**src/rtl/cm0_fetch_pkg.sv**
```systemverilog
// Shared types and constants for the Thumb fetch stage.
package cm0_fetch_pkg;

    localparam int PC_WIDTH = 15;   // halfword PC width
    localparam int IR_WIDTH = 16;   // one Thumb halfword

    typedef enum logic [1:0] {
        BOOT  = 2'd0,
        RUN   = 2'd1,
        FLUSH = 2'd2
    } fetch_state_t;

    // IR_0 output-mux selects of the dual-bank ROM
    localparam logic [1:0] SEL0_BANK0 = 2'd0;
    localparam logic [1:0] SEL0_IR1   = 2'd1;
    localparam logic [1:0] SEL0_BANK1 = 2'd2;

    typedef struct packed {
        logic [IR_WIDTH-1:0] ir;
        logic [PC_WIDTH-1:0] pc;
    } q_entry_t;

endpackage

```
**src/rtl/fetch_queue_ctrl_if.sv**
```systemverilog
// Fetch-stage bus: ROM address/select/data, branch redirect and decode queue view.
interface fetch_queue_ctrl_if #(
    parameter int QDEPTH = 4,
    parameter int PC_W   = 15
);
    localparam int CNT_W = $clog2(QDEPTH) + 1;

    logic [PC_W-2:0]  rom_addr;
    logic             rom_pc_1;
    logic             rom_sel_mem_1;
    logic [1:0]       rom_sel_mem_0;
    logic [15:0]      rom_ir_0;
    logic [15:0]      rom_ir_1;
    logic             br_valid;
    logic [PC_W-1:0]  br_target;
    logic [1:0]       dec_pop;
    logic [1:0]       dec_valid;
    logic [15:0]      dec_ir_0;
    logic [15:0]      dec_ir_1;
    logic [PC_W-1:0]  dec_pc_0;
    logic [CNT_W-1:0] q_count;

    // Fetch controller side
    modport master (
        output rom_addr, rom_pc_1, rom_sel_mem_1, rom_sel_mem_0,
        input  rom_ir_0, rom_ir_1,
        input  br_valid, br_target, dec_pop,
        output dec_valid, dec_ir_0, dec_ir_1, dec_pc_0, q_count
    );

    // ROM / branch unit / decode side
    modport slave (
        input  rom_addr, rom_pc_1, rom_sel_mem_1, rom_sel_mem_0,
        output rom_ir_0, rom_ir_1,
        output br_valid, br_target, dec_pop,
        input  dec_valid, dec_ir_0, dec_ir_1, dec_pc_0, q_count
    );

endinterface

```
**src/rtl/fetch_iq.sv**
```systemverilog
// Instruction queue: 2-wide push, 0..2 pop, synchronous clear; exposes head and head+1.
module fetch_iq
    import cm0_fetch_pkg::*;
#(
    parameter int QDEPTH = 4,
    parameter int CNT_W  = $clog2(QDEPTH) + 1
) (
    input  logic             clk,
    input  logic             rst,
    input  logic             clr,
    input  logic             push,
    input  q_entry_t         wr_0,
    input  q_entry_t         wr_1,
    input  logic [1:0]       pop,
    output q_entry_t         head_0,
    output q_entry_t         head_1,
    output logic [CNT_W-1:0] count,
    output logic             room_2
);
    localparam int PTR_W = $clog2(QDEPTH);

    q_entry_t         mem_q [QDEPTH];
    q_entry_t         mem_d [QDEPTH];
    logic [PTR_W-1:0] rd_ptr_q, rd_ptr_d;
    logic [PTR_W-1:0] wr_ptr_q, wr_ptr_d;
    logic [CNT_W-1:0] count_q, count_d;
    logic [CNT_W-1:0] pop_ext, pop_eff;

    // Clamp the pop to what is held, then derive post-pop room and next pointers.
    always_comb begin
        // NOTE: every always_comb output gets a default first so no path leaves it unassigned (no latch).
        mem_d    = mem_q;
        rd_ptr_d = rd_ptr_q;
        wr_ptr_d = wr_ptr_q;
        count_d  = count_q;

        pop_ext = CNT_W'(pop);
        pop_eff = (pop_ext > count_q) ? count_q : pop_ext;
        room_2  = (CNT_W'(QDEPTH) - (count_q - pop_eff)) >= CNT_W'(2);

        if (clr) begin
            rd_ptr_d = '0;
            wr_ptr_d = '0;
            count_d  = '0;
        end else begin
            rd_ptr_d = rd_ptr_q + PTR_W'(pop_eff);
            count_d  = count_q - pop_eff;
            if (push) begin
                mem_d[wr_ptr_q]              = wr_0;
                mem_d[wr_ptr_q + PTR_W'(1)]  = wr_1;
                wr_ptr_d                     = wr_ptr_q + PTR_W'(2);
                count_d                      = count_d + CNT_W'(2);
            end
        end
    end

    // Pointer and occupancy registers.
    always_ff @(posedge clk) begin
        // NOTE: sequential state uses non-blocking (<=) so every flop samples pre-edge values.
        if (rst) begin
            rd_ptr_q <= '0;
            wr_ptr_q <= '0;
            count_q  <= '0;
        end else begin
            rd_ptr_q <= rd_ptr_d;
            wr_ptr_q <= wr_ptr_d;
            count_q  <= count_d;
        end
    end

    // Entry storage.
    always_ff @(posedge clk) begin
        // NOTE: storage is not reset; count_q gates every read, so stale entries are never seen.
        mem_q <= mem_d;
    end

    assign head_0 = mem_q[rd_ptr_q];
    assign head_1 = mem_q[rd_ptr_q + PTR_W'(1)];
    assign count  = count_q;

endmodule

```
**src/rtl/fetch_queue_ctrl.sv**
```systemverilog
// Fetch stage: owns the halfword PC, drives the dual-bank ROM, fills the decode queue.
module fetch_queue_ctrl
    import cm0_fetch_pkg::*;
#(
    parameter int              QDEPTH   = 4,
    parameter int              PC_W     = PC_WIDTH,
    parameter logic [PC_W-1:0] RESET_PC = '0
) (
    input logic                clk,
    input logic                rst,
    fetch_queue_ctrl_if.master bus
);
    localparam int CNT_W = $clog2(QDEPTH) + 1;

    fetch_state_t     state_q, state_d;
    logic [PC_W-1:0]  pc_q, pc_d;
    logic             iq_clr;
    logic             iq_push;
    logic [1:0]       iq_pop;
    logic             room_2;
    q_entry_t         wr_0, wr_1, head_0, head_1;
    logic [CNT_W-1:0] count;

    // Redirect beats everything; otherwise BOOT/FLUSH burn one cycle and RUN fetches when two slots free.
    always_comb begin
        state_d = state_q;
        pc_d    = pc_q;
        iq_clr  = 1'b0;
        iq_push = 1'b0;
        iq_pop  = bus.dec_pop;
        if (bus.br_valid) begin
            iq_clr  = 1'b1;
            iq_pop  = 2'd0;
            pc_d    = bus.br_target;
            state_d = FLUSH;
        end else begin
            case (state_q)
                BOOT, FLUSH: state_d = RUN;
                RUN: begin
                    if (room_2) begin
                        iq_push = 1'b1;
                        pc_d    = pc_q + PC_W'(2);
                    end
                end
                default: state_d = BOOT;
            endcase
        end
    end

    // State and PC registers.
    always_ff @(posedge clk) begin
        if (rst) begin
            state_q <= BOOT;
            pc_q    <= RESET_PC;
        end else begin
            state_q <= state_d;
            pc_q    <= pc_d;
        end
    end

    assign wr_0 = '{ir: bus.rom_ir_0, pc: pc_q};
    assign wr_1 = '{ir: bus.rom_ir_1, pc: pc_q + PC_W'(1)};

    fetch_iq #(
        .QDEPTH (QDEPTH),
        .CNT_W  (CNT_W)
    ) u_iq (
        .clk    (clk),
        .rst    (rst),
        .clr    (iq_clr),
        .push   (iq_push),
        .wr_0   (wr_0),
        .wr_1   (wr_1),
        .pop    (iq_pop),
        .head_0 (head_0),
        .head_1 (head_1),
        .count  (count),
        .room_2 (room_2)
    );

    // Odd PC: bank 0 supplies the second halfword from row+1, so IR_0 comes from bank 1.
    assign bus.rom_addr      = pc_q[PC_W-1:1];
    assign bus.rom_pc_1      = pc_q[0];
    assign bus.rom_sel_mem_1 = ~pc_q[0];
    assign bus.rom_sel_mem_0 = pc_q[0] ? SEL0_BANK1 : SEL0_BANK0;

    // Decode view; slots beyond the occupancy read as zero.
    assign bus.dec_valid = {count >= CNT_W'(2), count >= CNT_W'(1)};
    assign bus.dec_ir_0  = (count >= CNT_W'(1)) ? head_0.ir : '0;
    assign bus.dec_pc_0  = (count >= CNT_W'(1)) ? head_0.pc : '0;
    assign bus.dec_ir_1  = (count >= CNT_W'(2)) ? head_1.ir : '0;
    assign bus.q_count   = count;

endmodule
```
**src/flat_wrapper.sv**
```systemverilog
// flat-port wrapper written by rule: the top's interface ports become plain ports
module fetch_queue_ctrl_flat import cm0_fetch_pkg::*;
#(
    parameter int              QDEPTH   = 4,
    parameter int              PC_W     = PC_WIDTH,
    parameter logic [PC_W-1:0] RESET_PC = '0
)
  (clk, rst, bus_rom_addr, bus_rom_pc_1, bus_rom_sel_mem_1, bus_rom_sel_mem_0, bus_rom_ir_0, bus_rom_ir_1, bus_br_valid, bus_br_target, bus_dec_pop, bus_dec_valid, bus_dec_ir_0, bus_dec_ir_1, bus_dec_pc_0, bus_q_count);
  fetch_queue_ctrl_if #(.QDEPTH(QDEPTH), .PC_W(PC_W)) bus_i ();
  input logic clk;
  input logic rst;
  output wire logic [$bits(bus_i.rom_addr)-1:0] bus_rom_addr;
  output wire logic [$bits(bus_i.rom_pc_1)-1:0] bus_rom_pc_1;
  output wire logic [$bits(bus_i.rom_sel_mem_1)-1:0] bus_rom_sel_mem_1;
  output wire logic [$bits(bus_i.rom_sel_mem_0)-1:0] bus_rom_sel_mem_0;
  input wire logic [$bits(bus_i.rom_ir_0)-1:0] bus_rom_ir_0;
  input wire logic [$bits(bus_i.rom_ir_1)-1:0] bus_rom_ir_1;
  input wire logic [$bits(bus_i.br_valid)-1:0] bus_br_valid;
  input wire logic [$bits(bus_i.br_target)-1:0] bus_br_target;
  input wire logic [$bits(bus_i.dec_pop)-1:0] bus_dec_pop;
  output wire logic [$bits(bus_i.dec_valid)-1:0] bus_dec_valid;
  output wire logic [$bits(bus_i.dec_ir_0)-1:0] bus_dec_ir_0;
  output wire logic [$bits(bus_i.dec_ir_1)-1:0] bus_dec_ir_1;
  output wire logic [$bits(bus_i.dec_pc_0)-1:0] bus_dec_pc_0;
  output wire logic [$bits(bus_i.q_count)-1:0] bus_q_count;
  assign bus_rom_addr = bus_i.rom_addr;
  assign bus_rom_pc_1 = bus_i.rom_pc_1;
  assign bus_rom_sel_mem_1 = bus_i.rom_sel_mem_1;
  assign bus_rom_sel_mem_0 = bus_i.rom_sel_mem_0;
  assign bus_i.rom_ir_0 = bus_rom_ir_0;
  assign bus_i.rom_ir_1 = bus_rom_ir_1;
  assign bus_i.br_valid = bus_br_valid;
  assign bus_i.br_target = bus_br_target;
  assign bus_i.dec_pop = bus_dec_pop;
  assign bus_dec_valid = bus_i.dec_valid;
  assign bus_dec_ir_0 = bus_i.dec_ir_0;
  assign bus_dec_ir_1 = bus_i.dec_ir_1;
  assign bus_dec_pc_0 = bus_i.dec_pc_0;
  assign bus_q_count = bus_i.q_count;
  fetch_queue_ctrl #(.QDEPTH(QDEPTH), .PC_W(PC_W), .RESET_PC(RESET_PC)) u_core (.clk(clk), .rst(rst), .bus(bus_i));
endmodule
```
**config.mk**
```make
export PLATFORM = sky130hd
export DESIGN_NAME = fetch_queue_ctrl_flat
export DESIGN_NICKNAME = d
export VERILOG_FILES = /design/src/rtl/cm0_fetch_pkg.sv /design/src/rtl/fetch_queue_ctrl_if.sv /design/src/rtl/fetch_iq.sv /design/src/rtl/fetch_queue_ctrl.sv /design/src/flat_wrapper.sv
export SDC_FILE = /design/constraint.sdc
export NUM_CORES = 1
export LEC_CHECK = 0
export CAP_MARGIN = 20
export CORE_MARGIN = 2
export CORE_UTILIZATION = 30
export CTS_BUF_LIST = sky130_fd_sc_hd__clkbuf_16
export DETAILED_ROUTE_END_ITERATION = 16
export DONT_BUFFER_PORTS = 1
export GPL_ROUTABILITY_DRIVEN = 0
export SETUP_SLACK_MARGIN = 0.5
export SYNTH_ARGS = -nofsm -noshare
export SYNTH_HDL_FRONTEND = slang
export SYNTH_SLANG_ARGS = --single-unit
```
**constraint.sdc**
```tcl
create_clock -name clk -period 7.16 [get_ports clk]
set_input_delay 1.432 -clock clk [delete_from_list [all_inputs] [get_ports clk]]
set_output_delay 1.432 -clock clk [all_outputs]
set_load 0.02 [all_outputs]
```
==> metrics.cfg, run 1 <==
[clocking]
cts_buffers=17
clk_latency_ns=0.42
cts.root.buffer_cell=clkbuf_16
ctsHoldBuffers=0
htree_levels=4
cts_tree=done
cts_buffer_depth=2
post_cts_buffers=0
post_cts_resized=0
clk_pin_slew_worst_paths_ns=0.07
clock-sinks=147

[drt]
wl_met1_mm=6.43
final_antenna_net_count=0
vias=3925
via_per_inst=4.86
highest_layer=met4
remaining_drc_errors=0
drt_iter0_drc=273
avgRoutedWirePerCell_um=19.7
dr.pass1.iters=4
met2_length_mm=8.24
wirelength_mm=15.9
route.met3.wl_mm=1.13

[timing]
max_slew_margin_pct=35.4
fin_skew_ns=0.00895
tns_ns=0
setup_violations=0
tightest_slew_ns=0.966
report.final.hold_viol_count=0
slew_violations=0
period_share_pct=74.9
fmax_ghz=0.187
finalCriticalPeriod_ns=5.36
rsz0062_at_grt=no

[critical_path]
worst_setup_path_end_kind=register
critical_path_peak_fanout=34
worstSetupPathType=in2reg
worst_path_largest_cell_delay_ns=0.71
crit_slowest_cell=nor2_4
crit_chain=nor2b_1 -> ha_1 -> nor2b_1 -> o21ai_0 -> mux2_2 -> fa_1 -> inv_1 -> ha_1 -> and2b_2 -> a21oi_4 -> nand2_1 -> nor2_4 -> buf_12
worstPathArrival_ns=5.48
start_kind=input pin
cp.required_ns=7.28

[pwr]
power.share.sequential_pct=43.7
finalPower_uw=2320
switching_share_pct=28.6
power_density_nw_per_um2=289
p_int_uw=1660
peakVddDrop_mv=0.154
p_comb_share_pct=16.1
pwr-share-clk_pct=40.1
power_leakage_uw=0.00252
p_sw_uw=663

[final_layout]
final_layout_size_suffix_gt1_share_pct=20.4
multi_input_area_sq_um=2690
antenna_cells=0
mostFrequentLayoutCell=edfxtp_1
fin_util_pct=34.4
seq_area_sq_um=4190
fin_nets=537
fillerInstances=2278
final_cell_mix=124 x edfxtp_1, 80 x nor2b_1, 47 x mux4_2, 36 x nor2_1
fin_area_sq_um=8020
area_growth_pct=13.2

[logic_synthesis]
synth_xor_xnor_area_share_pct=3.92
synth_area_leaders=edfxtp_1 53%, mux4_2 15%, nor2b_1 7.1%
syn_nets=544
postSynth.asyncResetShare_pct=0
synth_area_leader_cell=edfxtp_1
synth.avg_cell_area_sq_um=14.7
synth_edf_count=124
yosys_warnings=0
synthSimpleGateAreaFrac_pct=14.0
synthCells=483
synth_top_flop_cell=edfxtp_1
synth_mux_area_share_pct=15.5
ys_seq_area_share_pct=59.0
synthAdderAreaFrac_pct=1.69
synth_top_family_by_area=multiplexers
synth-seq-cells=147
synth-compound-area-share_pct=2.54
synth.distinct_cells=40
synth_top_area_share_pct=52.5
synthesis.area_sq_um=7090

[global_route]
grt_pass1_vias=4167
overflow=0
grt_start_max_net_pins=65
grt_pass1_wl_mm=24.5
antenna_found_initial=0
track_usage_pct=13.4

[floorplan]
die_w_um=158
start_util_pct=30.4
core_area_sq_um=23300
die_h_um=158
dieArea_sq_um=24900
ios=122
num_rows=56

[placed_design]
post_dp_cell_area_sq_um=7390
port_buffers=0
dp_hpwl_mm=10.7

[run]
max-cap-violations=0

[min_path]
min-delay-path-class=reg2reg

[run_status]
outcome=finished clean

==> worst paths after layout <==
check / to / from / slack (ns) / cells past startpoint
max: u_core.u_iq.mem_q[78]$_DFFE_PP_ / bus_dec_pop[1] / 1.80 / 13
max reg2reg: u_core.u_iq.mem_q[78]$_DFFE_PP_ / u_core.u_iq.count[1]$_SDFF_PP0_ / 2.23 / 13
min reg2reg: u_core.state_q[0]$_SDFFE_PP0N_ / u_core.state_q[1]$_SDFFE_PP0P_ / 0.46 / 1
min: u_core.state_q[0]$_SDFFE_PP0N_ / u_core.state_q[1]$_SDFFE_PP0P_ / 0.46 / 1
==> critical path: cells and delay by family <==
family / cells / cell delay (ns)
AND/OR/NAND/NOR: 5 / 1.41
adder cells (fa/ha/maj): 3 / 1.07
AO/OA/AOI/OAI: 2 / 0.72
multiplexers: 1 / 0.43
buffers and inverters: 2 / 0.38
==> through the flow <==
step	hold WS [ns]	cells	setup WS (ns)
final	0.456	808	1.80
after global routing	0.471	808	1.46
after global placement	0.442	776	1.52
after detailed placement	0.449	776	1.30
after CTS	0.455	808	1.75
after floorplan	0.417	483	0.723
==> area by class of cell <==
type / count / area share (%)
Clock inverter: 15 / 2.50
Timing Repair Buffer: 7 / 0.967
Inverter: 10 / 0.468
Multi-Input combinational cell: 293 / 33.6
Clock buffer: 17 / 5.30
Sequential cell: 147 / 52.2
Tap cell: 319 / 4.98
==> power groups by stage <==
stage | registers (uW) | clock network, uW | logic, uW
floorplan | 1020 | 0 | 316
global placement | 1030 | 0 | 374
detailed placement | 1030 | 0 | 385
CTS | 1020 | 952 | 385
global route | 1020 | 987 | 409
finish | 1010 | 932 | 374
==> sequential cells by signal, indices dropped and copies added (netlist names) <==
register / flops
u_core.u_iq.wr_ptr_q: 1
u_core.u_iq.mem_q: 124
u_core.pc_q: 15
u_core.state_q: 2
u_core.u_iq.rd_ptr_q: 2
u_core.u_iq.count: 3
==> Yosys cell counts, types with 5 or more instances <==
cell and instances:
xor2_1 20, xnor2_1 9, a21oi_1 5, clkbuf_1 18
ha_1 8, nand2_1 15, mux4_2 47, edfxtp_1 124
and2_1 20, nor2_1 38, nor2b_1 80, nand4_1 5
nand3_1 8, buf_2 7, a211oi_1 8, inv_1 10
dfxtp_1 23
==> metal layers <==
metal  vias to the layer above  track usage [%]
met5                         -                0
met2                       109             22.9
li1                       1759                -
met1                      2044             16.2
met3                        13             4.16
met4                         0             4.07
==> cell families (layout without fill, tap and decap cells) <==
| kind of cell | after synthesis | count (layout) |
|---|---|---|
| AOI/OAI and AO/OA | 22 | 22 |
| and+or+nand+nor | 180 | 180 |
| muxes | 51 | 51 |
| other | 1 | 1 |
| buffers and inverters | 43 | 49 |
| xor gates and xnor gates | 30 | 30 |
| adders and majority gates | 9 | 9 |
| DFF | 147 | 147 |
Note: power is estimated with default switching activity, not from simulation.
==> run 2, diff against run 1 <==
clock period = 5.54 ns   (was 7.16 ns; I/O delays follow)
==> metrics.cfg, run 2 (synthesis results as in run 1) <==
[final_layout]
fin_area_sq_um=8070  ; +0.66%
mostFrequentLayoutCell=edfxtp_1
final_layout_size_suffix_gt1_share_pct=21.4  ; +0.98 points
largest_reg_flops=124  ; unchanged
antenna_cells=0  ; unchanged
area_growth_pct=13.9
fillerInstances=2242  ; -1.6%
seq_area_sq_um=4190  ; unchanged
fin_nets=539  ; +0.37%
fin_util_pct=34.6  ; +0.23 points
largest_register=u_core.u_iq.mem_q
multi_input_area_sq_um=2760  ; +2.6%
final_cell_mix=124 x edfxtp_1, 78 x nor2b_1, 47 x mux4_2, 36 x nor2_1

[floorplan]
die_w_um=158  ; unchanged
die_h_um=158  ; unchanged
ios=122  ; unchanged
start_util_pct=30.4  ; unchanged
dieArea_sq_um=24900  ; unchanged
num_rows=56  ; unchanged
core_area_sq_um=23300  ; unchanged

[global_route]
grt_pass1_wl_mm=24.3  ; -0.54%
grt_start_max_net_pins=65  ; unchanged
overflow=0  ; unchanged
grt_pass1_vias=4026  ; -3.4%
track_usage_pct=13.3  ; -0.090 points
antenna_found_initial=0  ; unchanged

[drt]
drt_iter0_drc=353  ; +29%
dr.pass1.iters=4  ; unchanged
remaining_drc_errors=0  ; unchanged
final_antenna_net_count=0  ; unchanged
wirelength_mm=16.1  ; +0.83%
avgRoutedWirePerCell_um=19.9  ; +0.70%
vias=3907  ; -0.46%
via_per_inst=4.83  ; -0.58%

[timing]
tightest_slew_ns=0.958  ; -0.00799 ns
finalCriticalPeriod_ns=4.31
report.final.hold_viol_count=0  ; unchanged
fmax_ghz=0.232
tns_ns=0  ; unchanged
slew_violations=0  ; unchanged
rsz0062_at_grt=no
setup_violations=0  ; unchanged
fin_skew_ns=0.00697  ; -0.00199 ns
max_slew_margin_pct=36.0  ; +0.53 points
period_share_pct=77.8

[clocking]
cts_tree=done
cts_buffer_depth=2  ; unchanged
clk_pin_slew_worst_paths_ns=0.06  ; about the same
clk_latency_ns=0.41  ; about the same
post_cts_buffers=0  ; unchanged
cts.root.buffer_cell=clkbuf_16
post_cts_resized=0  ; unchanged
htree_levels=4  ; unchanged
ctsHoldBuffers=0  ; unchanged
clock-sinks=147  ; unchanged
cts_buffers=17  ; unchanged

[critical_path]
reg2reg_to=u_core.u_iq.mem_q[52]$_DFFE_PP_
critical_path_peak_fanout=44  ; +29%
start_kind=input pin
r2r.worst_path.cells=13  ; unchanged
worstPathArrival_ns=4.40  ; -1.08 ns
r2r_start=u_core.u_iq.count[1]$_SDFF_PP0_
cp.required_ns=5.63  ; -1.65 ns
worst_setup_path_end_kind=register
worstSetupPathType=in2reg
rrSetupSlack_ns=1.36  ; -0.87 ns

[placed_design]
dp_hpwl_mm=10.9  ; +2.1%
port_buffers=0  ; unchanged
post_dp_cell_area_sq_um=7500  ; +1.4%

[min_path]
whs_path_depth=1  ; unchanged
min_to=u_core.state_q[0]$_SDFFE_PP0N_
min-delay-path-class=reg2reg
hp-start=u_core.state_q[1]$_SDFFE_PP0P_

[pwr]
peakVddDrop_mv=0.172  ; +12%
power_leakage_uw=0.00255  ; +1.1%
power_density_nw_per_um2=363  ; +26%

[run]
max-cap-violations=0  ; unchanged

[run_status]
outcome=finished clean

-- run 2: cell type report --
class / instances / area share (%)
sequential: 147 / 51.9
timing repair buffer: 9 / 1.30
clock inverter: 14 / 1.84
inverter: 10 / 0.558
clock buffer: 17 / 5.27
tap: 319 / 4.94
multi-input combinational: 293 / 34.2
-- run 2: power by group --
group / switching [uW] / leakage [uW] / total (uW) / internal [uW]
Sequential: 63.8 / 0.00129 / 1320 / 1260
Clock: 426 / 0.000281 / 1120 / 695
Combinational: 316 / 0.000981 / 494 / 178
-- run 2: worst max path at each step --
stage | end | startpoint | slack [ns]
4_1_cts | u_core.u_iq.mem_q[34]$_DFFE_PP_ | bus_dec_pop[1] | 1.23
5_1_grt | u_core.u_iq.mem_q[50]$_DFFE_PP_ | bus_dec_pop[1] | 1.02
2_1_floorplan | u_core.u_iq.mem_q[100]$_DFFE_PP_ | bus_br_valid | 0.42
3_3_place_gp | u_core.u_iq.mem_q[3]$_DFFE_PP_ | bus_dec_pop[1] | 0.94
3_5_place_dp | u_core.u_iq.mem_q[61]$_DFFE_PP_ | bus_dec_pop[1] | 0.80
6_report | u_core.u_iq.mem_q[52]$_DFFE_PP_ | bus_dec_pop[1] | 1.23
-- run 2: per-stage QoR --
step / total power [uW] / worst slack (ns) / std cells / hold WS [ns]
final: 2930 / 1.23 / 809 / 0.449
after global routing: 3060 / 1.02 / 809 / 0.496
after CTS: 2980 / 1.23 / 809 / 0.457
after detailed placement: 1850 / 0.804 / 778 / 0.448
after global placement: 1830 / 0.940 / 777 / 0.439
after floorplan: 1740 / 0.423 / 483 / 0.417
-- run 2: critical path, stage by stage --
cell     delay (ns)
nor2b_4        0.15
ha_4           0.22
nor2b_4        0.12
o21ai_2        0.19
mux2i_1        0.33
ha_2           0.24
fa_1           0.43
inv_1          0.10
ha_1           0.23
and2b_2        0.23
a21oi_4        0.15
and3_2         0.53
buf_12         0.31
-- run 2: per-layer routing --
metal  share of wire, %  global-route usage (%)
met5                  0                       0
met4               0.71                    3.42
met3                8.5                    5.31
met2                 51                    22.7
met1                 39                    15.6
==> run 3, diff against run 2 <==
clock period = 3.5 ns   (was 5.54 ns; I/O delays follow)
==> metrics.cfg, run 3 (synthesis results as in run 1) <==
[floorplan]
start_util_pct=30.4  ; unchanged
dieArea_sq_um=24900  ; unchanged
die_h_um=158  ; unchanged
ios=122  ; unchanged
num_rows=56  ; unchanged
die_w_um=158  ; unchanged
core_area_sq_um=23300  ; unchanged

[final_layout]
largest_reg_flops=124  ; unchanged
final_cell_mix=124 x edfxtp_1, 78 x nor2b_1, 56 x buf_4, 47 x mux4_2, 35 x nor2_1
largest_register=u_core.u_iq.mem_q
area_growth_pct=28.8
fin_util_pct=39.1  ; +4.5 points
fin_nets=615  ; +14%
antenna_cells=0  ; unchanged
final_layout_size_suffix_gt1_share_pct=35.3  ; +14 points
mostFrequentLayoutCell=edfxtp_1
fin_area_sq_um=9130  ; +13%

[drt]
avgRoutedWirePerCell_um=19.5  ; -2.1%
dr.pass1.iters=4  ; unchanged
drt_iter0_drc=324  ; -8.2%
remaining_drc_errors=0  ; unchanged
final_antenna_net_count=0  ; unchanged
via_per_inst=4.72  ; -2.3%
vias=4180  ; +7.0%
wirelength_mm=17.2  ; +7.2%

[timing]
rsz0062_at_grt=yes
fin_skew_ns=0.0118  ; +0.00479 ns
period_share_pct=99.1
slew_violations=0  ; unchanged
report.final.hold_viol_count=0  ; unchanged
tns_ns=0  ; unchanged
fmax_ghz=0.288
max_slew_margin_pct=56.5  ; +20 points
setup_violations=0  ; unchanged
finalCriticalPeriod_ns=3.47
tightest_slew_ns=0.652  ; -0.306 ns

[run]
max-cap-violations=0  ; unchanged

[placed_design]
port_buffers=0  ; unchanged
post_dp_cell_area_sq_um=7890  ; +5.2%
dp_hpwl_mm=11.3  ; +3.4%

[clocking]
cts.root.buffer_cell=clkbuf_16
cts_tree=done
ctsHoldBuffers=0  ; unchanged
clk_latency_ns=0.43  ; +0.02 ns
clock-sinks=147  ; unchanged
clk_pin_slew_worst_paths_ns=0.06  ; about the same
htree_levels=4  ; unchanged
cts_buffers=17  ; unchanged
cts_buffer_depth=2  ; unchanged

[critical_path]
worst_setup_path_end_kind=register
worstPathArrival_ns=3.61  ; -0.79 ns
critical_path_peak_fanout=4  ; -91%
start_kind=input pin
worstSetupPathType=in2reg
cp.required_ns=3.64  ; -1.99 ns

[global_route]
grt_pass1_vias=4411  ; +9.6%
grt_start_max_net_pins=65  ; unchanged
antenna_found_initial=0  ; unchanged
grt_pass1_wl_mm=25.8  ; +6.0%
track_usage_pct=14.1  ; +0.82 points
overflow=0  ; unchanged

[pwr]
power_density_nw_per_um2=557  ; +53%
peakVddDrop_mv=0.357  ; +110%
power_leakage_uw=0.00308  ; +21%

[run_status]
outcome=finished clean

[min_path]
min-delay-path-class=in2reg

==> run 3: changes by cell type in the layout (fill, tap and decap cells not counted), sizes merged <==
cell / previous run / this run
inv: 13 / 15
bufinv: 3 / 4
clkbuf: 17 / 24
buf: 9 / 78
clkinv: 5 / 3
==> run 3: final cells by class <==
type	instances	area, sq um
multi-input combinational	293	2820
fill	2144	14200
inverter	10	47.5
clock inverter	15	206
clock buffer	17	425
sequential	147	4190
tap	319	399
timing repair buffer	85	1040
==> run 3: stage by stage <==
stage	total power, uW	std cells	hold slack, ns	setup WS (ns)
5_1_grt	5300	886	0.309	-0.0731
6_report	5090	886	0.335	0.0304
3_5_place_dp	3100	828	0.448	-0.521
4_1_cts	5090	877	0.316	0.0447
2_1_floorplan	2750	483	0.417	-1.21
3_3_place_gp	3070	828	0.438	-0.378
==> run 3: critical path, stage by stage <==
cell,delay [ns]
nor2b_4,0.16
ha_4,0.22
nor2b_4,0.13
o21ai_4,0.15
mux2i_2,0.26
ha_2,0.21
fa_1,0.45
inv_2,0.11
ha_4,0.19
and2b_2,0.21
a21oi_4,0.22
and3_4,0.24
buf_6,0.10
buf_12,0.11
clkbuf_16,0.14
==> run 3: final timing paths <==
path | from | end | slack, ns | depth (start not counted)
max | bus_dec_pop[1] | u_core.u_iq.mem_q[5]$_DFFE_PP_ | 0.03 | 15
min | rst | u_core.pc_q[9]$_SDFFE_PP0P_ | 0.33 | 1
max reg2reg | u_core.u_iq.count[1]$_SDFF_PP0_ | u_core.u_iq.mem_q[5]$_DFFE_PP_ | 0.07 | 15
min reg2reg | u_core.state_q[1]$_SDFFE_PP0P_ | u_core.state_q[0]$_SDFFE_PP0N_ | 0.46 | 1
==> run 3: timing repair <==
action | CTS | global route
pin swaps | 8 | 8
cloned | 6 | 8
setup endpoints to repair | 146 | 159
buffers inserted | 11 | 1
gates resized for setup | 29 | 13
==> run 3: metal layers <==
metal | vias up | wire [um] | track usage, %
li1 | 1928 | - | -
met1 | 2097 | 6890 | 16.9
met5 | - | 0 | 0
met2 | 137 | 8740 | 23.8
met3 | 18 | 1290 | 4.60
met4 | 0 | 324 | 5.02
==> run 3: report_power, final <==
part	total (uW)	switching, uW	internal [uW]
sequential	2070	85.8	1990
clock	1930	729	1200
combinational	1090	580	507
total	5090	1390	3700
